`src/rtl/alu_div_pkg.sv`:
```
// Shared types and constants for the sequential restoring divider (MIPS div/divu).
package alu_div_pkg;

  typedef enum logic [1:0] {
    IDLE,
    CALC,
    FIX
  } state_t;

  localparam int unsigned DATA_WIDTH = 32;
  localparam int unsigned CNT_W      = $clog2(DATA_WIDTH);
  localparam logic [DATA_WIDTH-1:0] DIV_ZERO_QUOTIENT = '1;

endpackage

```
`src/rtl/alu_div_seq_div_step.sv`:
```
// One combinational restoring-division step: shift in one dividend bit, trial-subtract the divisor.
module div_step #(
  parameter int unsigned data_width = 32
) (
  input  logic [data_width:0]   prem,
  input  logic                  dvd_bit,
  input  logic [data_width-1:0] dsr,
  output logic [data_width:0]   prem_next,
  output logic                  q_bit
);

  logic [data_width:0]   w_shift;
  logic [data_width+1:0] w_trial;
  // prem is always below the divisor magnitude, so its MSB is zero on entry
  logic                  w_unused_msb;

  always_comb begin
    w_unused_msb = prem[data_width];
    w_shift      = {prem[data_width-1:0], dvd_bit};
    w_trial      = {1'b0, w_shift} - {2'b00, dsr};
    q_bit        = ~w_trial[data_width+1];
    prem_next    = q_bit ? w_trial[data_width:0] : w_shift;
  end

endmodule

```
`src/rtl/alu_div_seq.sv`:
```
// Iterative restoring divider with start/busy/done handshake and one-cycle sign fix-up.
// Optional: ALU_DIV_ZERO_FAST_EN skips the iteration phase when the divisor is zero.
module alu_div_seq
  import alu_div_pkg::*;
#(
  parameter int unsigned data_width = DATA_WIDTH
) (
  input  logic                  clk,
  input  logic                  rst,
  input  logic                  start,
  input  logic                  signed_op,
  input  logic [data_width-1:0] dividend,
  input  logic [data_width-1:0] divisor,
  output logic                  busy,
  output logic                  done,
  output logic [data_width-1:0] quotient,
  output logic [data_width-1:0] remainder,
  output logic                  div_by_zero
);

  localparam int unsigned CW = $clog2(data_width);
  localparam logic [CW-1:0] LAST_STEP = CW'(data_width - 1);

  state_t                r_state, w_state_next;
  logic                  r_signed;
  logic                  r_dvd_neg;
  logic                  r_dsr_neg;
  logic                  r_dsr_zero;
  logic [data_width-1:0] r_dvd_raw;
  logic [data_width-1:0] r_dvd;
  logic [data_width-1:0] r_dsr_mag;
  logic [data_width:0]   r_prem;
  logic [CW-1:0]         r_cnt;

  logic [data_width-1:0] w_dvd_mag;
  logic [data_width-1:0] w_dsr_mag;
  logic [data_width:0]   w_prem_next;
  logic                  w_q_bit;
  logic [data_width-1:0] w_quo_fix;
  logic [data_width-1:0] w_rem_fix;

  div_step #(
    .data_width(data_width)
  ) u_step (
    .prem      (r_prem),
    .dvd_bit   (r_dvd[data_width-1]),
    .dsr       (r_dsr_mag),
    .prem_next (w_prem_next),
    .q_bit     (w_q_bit)
  );

  always_comb begin
    w_dvd_mag = (signed_op && dividend[data_width-1]) ? -dividend : dividend;
    w_dsr_mag = (signed_op && divisor[data_width-1])  ? -divisor  : divisor;
    w_quo_fix = (r_signed && (r_dvd_neg ^ r_dsr_neg)) ? -r_dvd : r_dvd;
    w_rem_fix = (r_signed && r_dvd_neg) ? -r_prem[data_width-1:0]
                                        : r_prem[data_width-1:0];
  end

  always_comb begin
    w_state_next = r_state;
    case (r_state)
      IDLE: begin
        if (start) begin
`ifdef ALU_DIV_ZERO_FAST_EN
          w_state_next = (divisor == '0) ? FIX : CALC;
`else
          w_state_next = CALC;
`endif
        end
      end
      CALC:    if (r_cnt == LAST_STEP) w_state_next = FIX;
      FIX:     w_state_next = IDLE;
      default: w_state_next = IDLE;
    endcase
  end

  always_ff @(posedge clk or posedge rst) begin
    if (rst) r_state <= IDLE;
    else     r_state <= w_state_next;
  end

  always_ff @(posedge clk or posedge rst) begin
    if (rst) begin
      r_signed    <= 1'b0;
      r_dvd_neg   <= 1'b0;
      r_dsr_neg   <= 1'b0;
      r_dsr_zero  <= 1'b0;
      r_dvd_raw   <= '0;
      r_dvd       <= '0;
      r_dsr_mag   <= '0;
      r_prem      <= '0;
      r_cnt       <= '0;
      busy        <= 1'b0;
      done        <= 1'b0;
      quotient    <= '0;
      remainder   <= '0;
      div_by_zero <= 1'b0;
    end else begin
      done <= 1'b0;
      case (r_state)
        IDLE: begin
          if (start) begin
            r_signed    <= signed_op;
            r_dvd_neg   <= signed_op & dividend[data_width-1];
            r_dsr_neg   <= signed_op & divisor[data_width-1];
            r_dsr_zero  <= (divisor == '0);
            r_dvd_raw   <= dividend;
            r_dvd       <= w_dvd_mag;
            r_dsr_mag   <= w_dsr_mag;
            r_prem      <= '0;
            r_cnt       <= '0;
            busy        <= 1'b1;
            div_by_zero <= 1'b0;
          end
        end
        CALC: begin
          // r_dvd shifts dividend bits out the top and quotient bits in at the bottom
          r_prem <= w_prem_next;
          r_dvd  <= {r_dvd[data_width-2:0], w_q_bit};
          r_cnt  <= r_cnt + 1'b1;
        end
        FIX: begin
          if (r_dsr_zero) begin
            quotient    <= '1;
            remainder   <= r_dvd_raw;
            div_by_zero <= 1'b1;
          end else begin
            quotient    <= w_quo_fix;
            remainder   <= w_rem_fix;
          end
          done <= 1'b1;
          busy <= 1'b0;
        end
        default: ;
      endcase
    end
  end

endmodule

```
`config.mk`:
```
export PLATFORM = sky130hd
export DESIGN_NAME = alu_div_seq
export DESIGN_NICKNAME = d
export VERILOG_FILES = /design/src/rtl/alu_div_pkg.sv /design/src/rtl/alu_div_seq_div_step.sv /design/src/rtl/alu_div_seq.sv
export SDC_FILE = /design/constraint.sdc
export NUM_CORES = 1
export LEC_CHECK = 0
export CAP_MARGIN = 10
export CORE_MARGIN = 2
export CORE_UTILIZATION = 55
export DETAILED_ROUTE_END_ITERATION = 8
export PLACE_DENSITY = 0.78
export SYNTH_ARGS = -nofsm -noshare
export SYNTH_HDL_FRONTEND = slang
export SYNTH_SLANG_ARGS = --single-unit
```
`constraint.sdc`:
```
create_clock -name clk -period 11.69 [get_ports clk]
set_clock_uncertainty 0.1 [all_clocks]
set_input_delay 1.169 -clock clk [delete_from_list [all_inputs] [get_ports clk]]
set_output_delay 1.169 -clock clk [all_outputs]
set_load 0.05 [all_outputs]
```
==> summary.txt, run 1 <==
Run status
  – Status: complete, no violations

Routing
  – DRT iter0 DRCs: 751
  – Final wirelength: 32,000 um
  – Via count: 11,008
  – Via/cell ratio: 5.88
  – Initial DRT Pass Iterations: 5
  – Antenna Nets Post-Route: 0
  – Wire length per cell: 17.1 um
  – Remaining DRCs: 0

STA
  – Worst hold slack: 371 ps
  – TNS Setup: 0 ps
  – Hold Vio Cnt, Final: 0
  – Setup violators final: 0
  – RSZ-0062 raised after global routing: no
  – FMAX: 256 MHz
  – Final Max Slew Viols: 0
  – Slew headroom: 0.271
  – Final min period: 3910 ps
  – Final period utilization: 0.335
  – Worst Tran Pin Value: 1090 ps

Clock tree
  – Total CTS buffers: 23
  – Worst-path clk slew: 60 ps
  – H-tree depth: 1
  – Hold Buf Count CTS: 0
  – CTS sink count: 206
  – Clk root buf: clkbuf_16
  – Post-cts resize count: 0
  – Worst skew pair latency: 510 ps
  – Max Root-Sink Buffers: 3
  – TritonCTS clock tree: built
  – Post-CTS Setup Inserts: 0

Global route
  – Global route overflow: 0
  – First-pass GRT wire length: 52,100 um
  – Pin count of the biggest net entering global routing: 120
  – Initial antenna violation count: 0
  – Vias in the first global route: 10,355
  – GRT Resource Usage Total: 0.265

Critical path
  – Critical Path, Cell by Cell: inv_1, ha_1, nor2b_1, o2111ai_1, a2111oi_0, o211ai_1, nand3_1, a21oi_1, o211ai_4, buf_4, mux2i_1, o21ai_0
  – Buf+Inv Stages, Crit Path: 2
  – WP data required: 11,940 ps
  – Slowest cell on crit path: a2111oi_0
  – Crit-path leading delay family: compound AO/OA/AOI/OAI gates
  – Worst path max stage delay: 840 ps
  – Crit-path max FO: 34
  – Worst Path Arrival: 4170 ps
  – Crit end category: flip-flop
  – CP startpoint kind: flip-flop
  – Crit path kind: reg -> reg

Floorplanning
  – I/O pins: 135
  – Num rows: 55
  – Core Region: 0.0224 mm2
  – Die Wd: 155 um
  – Initial Util: 0.556
  – Die area: 0.0239 mm2
  – Chip height: 155 um

Synth
  – Most numerous cell in the Yosys netlist: nand2_1
  – Synth area leaders: dfrtp_1 (41%), nand2_1 (7.5%), o21ai_0 (7.2%), xor2_1 (5.3%), a21oi_1 (5.1%)
  – #FFs+latches synth: 206
  – Top cells by count, synth: nand2_1 (249), dfrtp_1 (206), o21ai_0 (179)
  – Syn nets: 1,592
  – Avg Inst Size Synth: 8.39 um2
  – Synth area leader: dfrtp_1
  – Synth Instances: 1,485
  – Synth Flop Type: dfrtp_1
  – Syn Std Cell Area: 0.0125 mm2
  – Synth top area share: 0.414
  – EDFF count, synth: 0
  – Synthesis Warnings: 0
  – Sequential element share of the synthesized area: 0.414
  – Ys async rst share: 1.00
  – Cell variety after synth: 61

Cells and area
  – Share of layout cells above drive strength 1: 0.0435
  – Nets: 1,679
  – Antenna cells: 0
  – P&R area growth vs syn: 18.9%
  – Post-layout util: 0.661

Pwr
  – Int Pwr: 2490 uW
  – Sw Pwr: 1950 uW
  – Sequential power share: 0.295
  – Combinational share of power: 0.523
  – Sw frac: 0.440
  – Pwr/cell area: 299 mW/mm2
  – Tot Pwr: 4440 uW
  – Leakage: 0.00655 uW
  – Clock share of power: 0.182
  – Worst VDD drop: 0.000141 V

Min path
  – Hold Path Class: reg -> reg

Run
  – MaxCap Viol Count: 0

Placement
  – # port buffers: 134
  – DP HPWL: 22,300 um
  – RePlAce Congestion: 0.910
metal layers:
| metal | part of all wire | GRT usage |
|---|---|---|
| met5 | 0 | 0 |
| met4 | 0.019 | 0.0697 |
| met2 | 0.48 | 0.456 |
| met3 | 0.067 | 0.0359 |
| met1 | 0.43 | 0.356 |
path summary, 6_finish.rpt:
kind | start | end | slack, ps | depth (start not counted)
hold / removal | quotient[26]$_DFFE_PP0P_ | quotient[26]$_DFFE_PP0P_ | 370 | 2
max in group asynchronous | rst | r_prem[29]$_DFFE_PP0P_ | 8760 | 3
setup reg to reg | r_dvd[31]$_DFFE_PP0P_ | r_prem[16]$_DFFE_PP0P_ | 7780 | 12
hold reg to reg | quotient[26]$_DFFE_PP0P_ | quotient[26]$_DFFE_PP0P_ | 370 | 2
setup / recovery | r_dvd[31]$_DFFE_PP0P_ | r_prem[16]$_DFFE_PP0P_ | 7780 | 12
min in group asynchronous | rst | quotient[6]$_DFFE_PP0P_ | 1120 | 2
flip-flops by register name, summed over array words and instances (netlist names):
signal       cells
busy             1
div_by_zero      1
done             1
quotient        32
r_cnt            5
r_dsr_mag       32
r_dsr_neg        1
r_dsr_zero       1
r_dvd           32
r_dvd_neg        1
r_dvd_raw       32
r_prem          32
r_signed         1
r_state          2
remainder       32
power groups by stage:
stage	clock network, uW	registers, uW	logic (uW)
after floorplan	0	1320	1710
after global placement	0	1290	2230
after detailed placement	0	1310	2290
after CTS	819	1300	2310
after global routing	848	1350	2600
final	808	1310	2320
cell type report:
type | instances | area [um2]
clock buffer | 32 | 679
clock inverter | 9 | 174
fill | 1848 | 7620
inverter | 52 | 203
multi-input combinational | 1145 | 6830
sequential | 206 | 5160
tap | 285 | 357
timing repair buffer | 144 | 1420
metrics by stage:
stage	cells	worst slack [ps]	cell area, um2
3_5_place_dp	1832	7380	14000
2_1_floorplan	1485	4800	12500
4_1_cts	1873	7830	14800
3_3_place_gp	1832	7470	14000
6_report	1873	7780	14800
5_1_grt	1873	7500	14800
cells by family (layout without fill, tap and decap cells):
group,after synthesis,in the layout,synth area share
adders and majority gates,39,39,0.0397
muxes,31,31,0.0249
DFF,206,206,0.414
xor gates and xnor gates,142,142,0.0998
and+or+nand+nor,507,507,0.182
buffers and inverters,134,237,0.0409
AOI/OAI and AO/OA,426,426,0.199
tightest hold or removal path: stages (launching register included):
cell     delay [ps]
dfrtp_1         340
nand2_1          50
nand2_1          50
placed cells by master (no fill, tap or decap), types with 23 or more instances in the layout:
master and instances:
a21oi_1 128, ha_1 38, clkdlybuf4s50_1 134, o21ai_0 179, nor2_1 113, inv_1 51
xor2_1 76, dfrtp_1 205, xnor2_1 66, clkbuf_16 23, nand2_1 248, mux2i_1 31
a22oi_1 28
Power figures use the tool's default switching activity.
==> run 2, diff against run 1 <==
Clock period 11.69 ns to 4.1 ns, I/O delays scaled along.
==> summary.txt, run 2 (synthesis results as in run 1) <==
Run status
  – Status: complete, no violations

Cells and area
  – Share of layout cells above drive strength 1: 0.0434
  – Commonest non-fill, non-tap cells in the layout: nand2_1 (248), dfrtp_1 (205), o21ai_0 (179), clkdlybuf4s50_1 (134), a21oi_1 (128)
  – Fin cells: 1,876
  – P&R area growth vs syn: 18.2%
  – Final instance area: 0.0147 mm2
  – Nets: 1,686
  – Commonest non-fill, non-tap cell in the layout: nand2_1
  – Antenna cells: 0

Pwr
  – Worst VDD drop: 0.000373 V
  – Leakage: 0.00651 uW
  – Pwr/cell area: 838 mW/mm2

Placement
  – RePlAce Congestion: 0.917
  – Cells after DPL: 1,839
  – Placed Area: 0.0141 mm2
  – # port buffers: 134
  – DP HPWL: 22,800 um

Clock tree
  – Worst skew pair latency: 500 ps
  – Clk root buf: clkbuf_16
  – Worst-path clk slew: 60 ps
  – TritonCTS clock tree: built
  – Post-CTS Setup Inserts: 0
  – Total CTS buffers: 23
  – Max Root-Sink Buffers: 3
  – Post-cts resize count: 0
  – Hold Buf Count CTS: 0
  – H-tree depth: 1
  – CTS sink count: 206

STA
  – Slew headroom: 0.227
  – Final Max Slew Viols: 0
  – Worst hold slack: 369 ps
  – Worst Tran Pin Value: 1160 ps
  – RSZ-0062 raised after global routing: no
  – FMAX: 288 MHz
  – Final period utilization: 0.848
  – Hold Vio Cnt, Final: 0
  – TNS Setup: 0 ps
  – Setup violators final: 0
  – Final min period: 3480 ps

Routing
  – Remaining DRCs: 0
  – Via/cell ratio: 5.79
  – Wire length per cell: 17.0 um
  – Antenna Nets Post-Route: 0
  – Via count: 10,855
  – Final wirelength: 31,800 um
  – Initial DRT Pass Iterations: 5
  – DRT iter0 DRCs: 657

Floorplanning
  – Die Wd: 155 um
  – Die area: 0.0239 mm2
  – Num rows: 55
  – I/O pins: 135
  – Initial Util: 0.556
  – Chip height: 155 um
  – Core Region: 0.0224 mm2

Critical path
  – Crit path kind: reg -> reg
  – Crit-path max FO: 5
  – Crit end category: flip-flop
  – CP startpoint kind: flip-flop
  – Worst Path Arrival: 3800 ps
  – WP data required: 4430 ps

Run
  – MaxCap Viol Count: 0

Global route
  – Initial antenna violation count: 1
  – Pin count of the biggest net entering global routing: 135
  – Global route overflow: 0
  – GRT Resource Usage Total: 0.267
  – Vias in the first global route: 10,411
  – First-pass GRT wire length: 52,500 um

Min path
  – Hold Path Class: in -> async
==> run 2: cell count changes in the layout (fill, tap and decap cells not counted), moves of 2 or more <==
cell,previous run,this run
clkinv_2,3,5
buf_12,0,3
buf_4,10,14
clkbuf_1,2,5
clkbuf_8,7,2
bufinv_16,5,1
==> run 2: stage by stage <==
stage | total power (uW) | util | setup WS [ps]
6_report | 12400 | 0.657 | 623
5_1_grt | 13400 | 0.657 | 295
4_1_cts | 12400 | 0.657 | 661
3_5_place_dp | 10400 | 0.626 | 543
3_3_place_gp | 10200 | 0.626 | 542
2_1_floorplan | 8630 | - | 918
==> run 2: worst paths after layout <==
kind                                                start                         to  slack (ps)  cells past startpoint
worst min register to register  r_dsr_mag[28]$_DFFE_PP0P_  r_dsr_mag[28]$_DFFE_PP0P_         370                      2
worst max-delay path                r_dvd[31]$_DFFE_PP0P_     r_prem[30]$_DFFE_PP0P_         620                     13
worst min-delay path                                  rst   r_dvd_raw[9]$_DFFE_PP0P_         370                      3
worst max register to register      r_dvd[31]$_DFFE_PP0P_     r_prem[30]$_DFFE_PP0P_         620                     13
max in group asynchronous                             rst      r_dvd[23]$_DFFE_PP0P_        2800                      3
min in group clk                r_dsr_mag[28]$_DFFE_PP0P_  r_dsr_mag[28]$_DFFE_PP0P_         370                      2
==> run 2: worst max-delay path: stages (launching register included) <==
cell       delay, ps
dfrtp_1          420
inv_1            110
ha_1             220
fa_1             380
nand2b_1         200
a21oi_1          300
o31a_1           180
nor3_1            60
o41ai_1          380
buf_4            220
a2111oi_0        100
a2111oi_0        410
a211oi_1         130
a31oi_1          190
==> run 2: power breakdown <==
group	leakage, uW	switching, uW	internal (uW)	total, uW
sequential	0.00246	862	2860	3720
clock	0.000342	793	1120	1910
combinational	0.00370	3900	2820	6720
total	0.00651	5550	6800	12400
==> run 2: cell type report <==
cell class / instances / area [um2]
Multi-Input combinational cell: 1145 / 6830
Fill cell: 1895 / 7700
Clock buffer: 30 / 622
Inverter: 52 / 199
Timing Repair Buffer: 151 / 1510
Sequential cell: 206 / 5160
Clock inverter: 7 / 63.8
Tap cell: 285 / 357
==> run 2: metal layers <==
layer | part of all wire | global-route usage
met3 | 0.066 | 0.0426
met2 | 0.47 | 0.450
met4 | 0.028 | 0.0820
met5 | 0.00038 | 0
met1 | 0.44 | 0.357
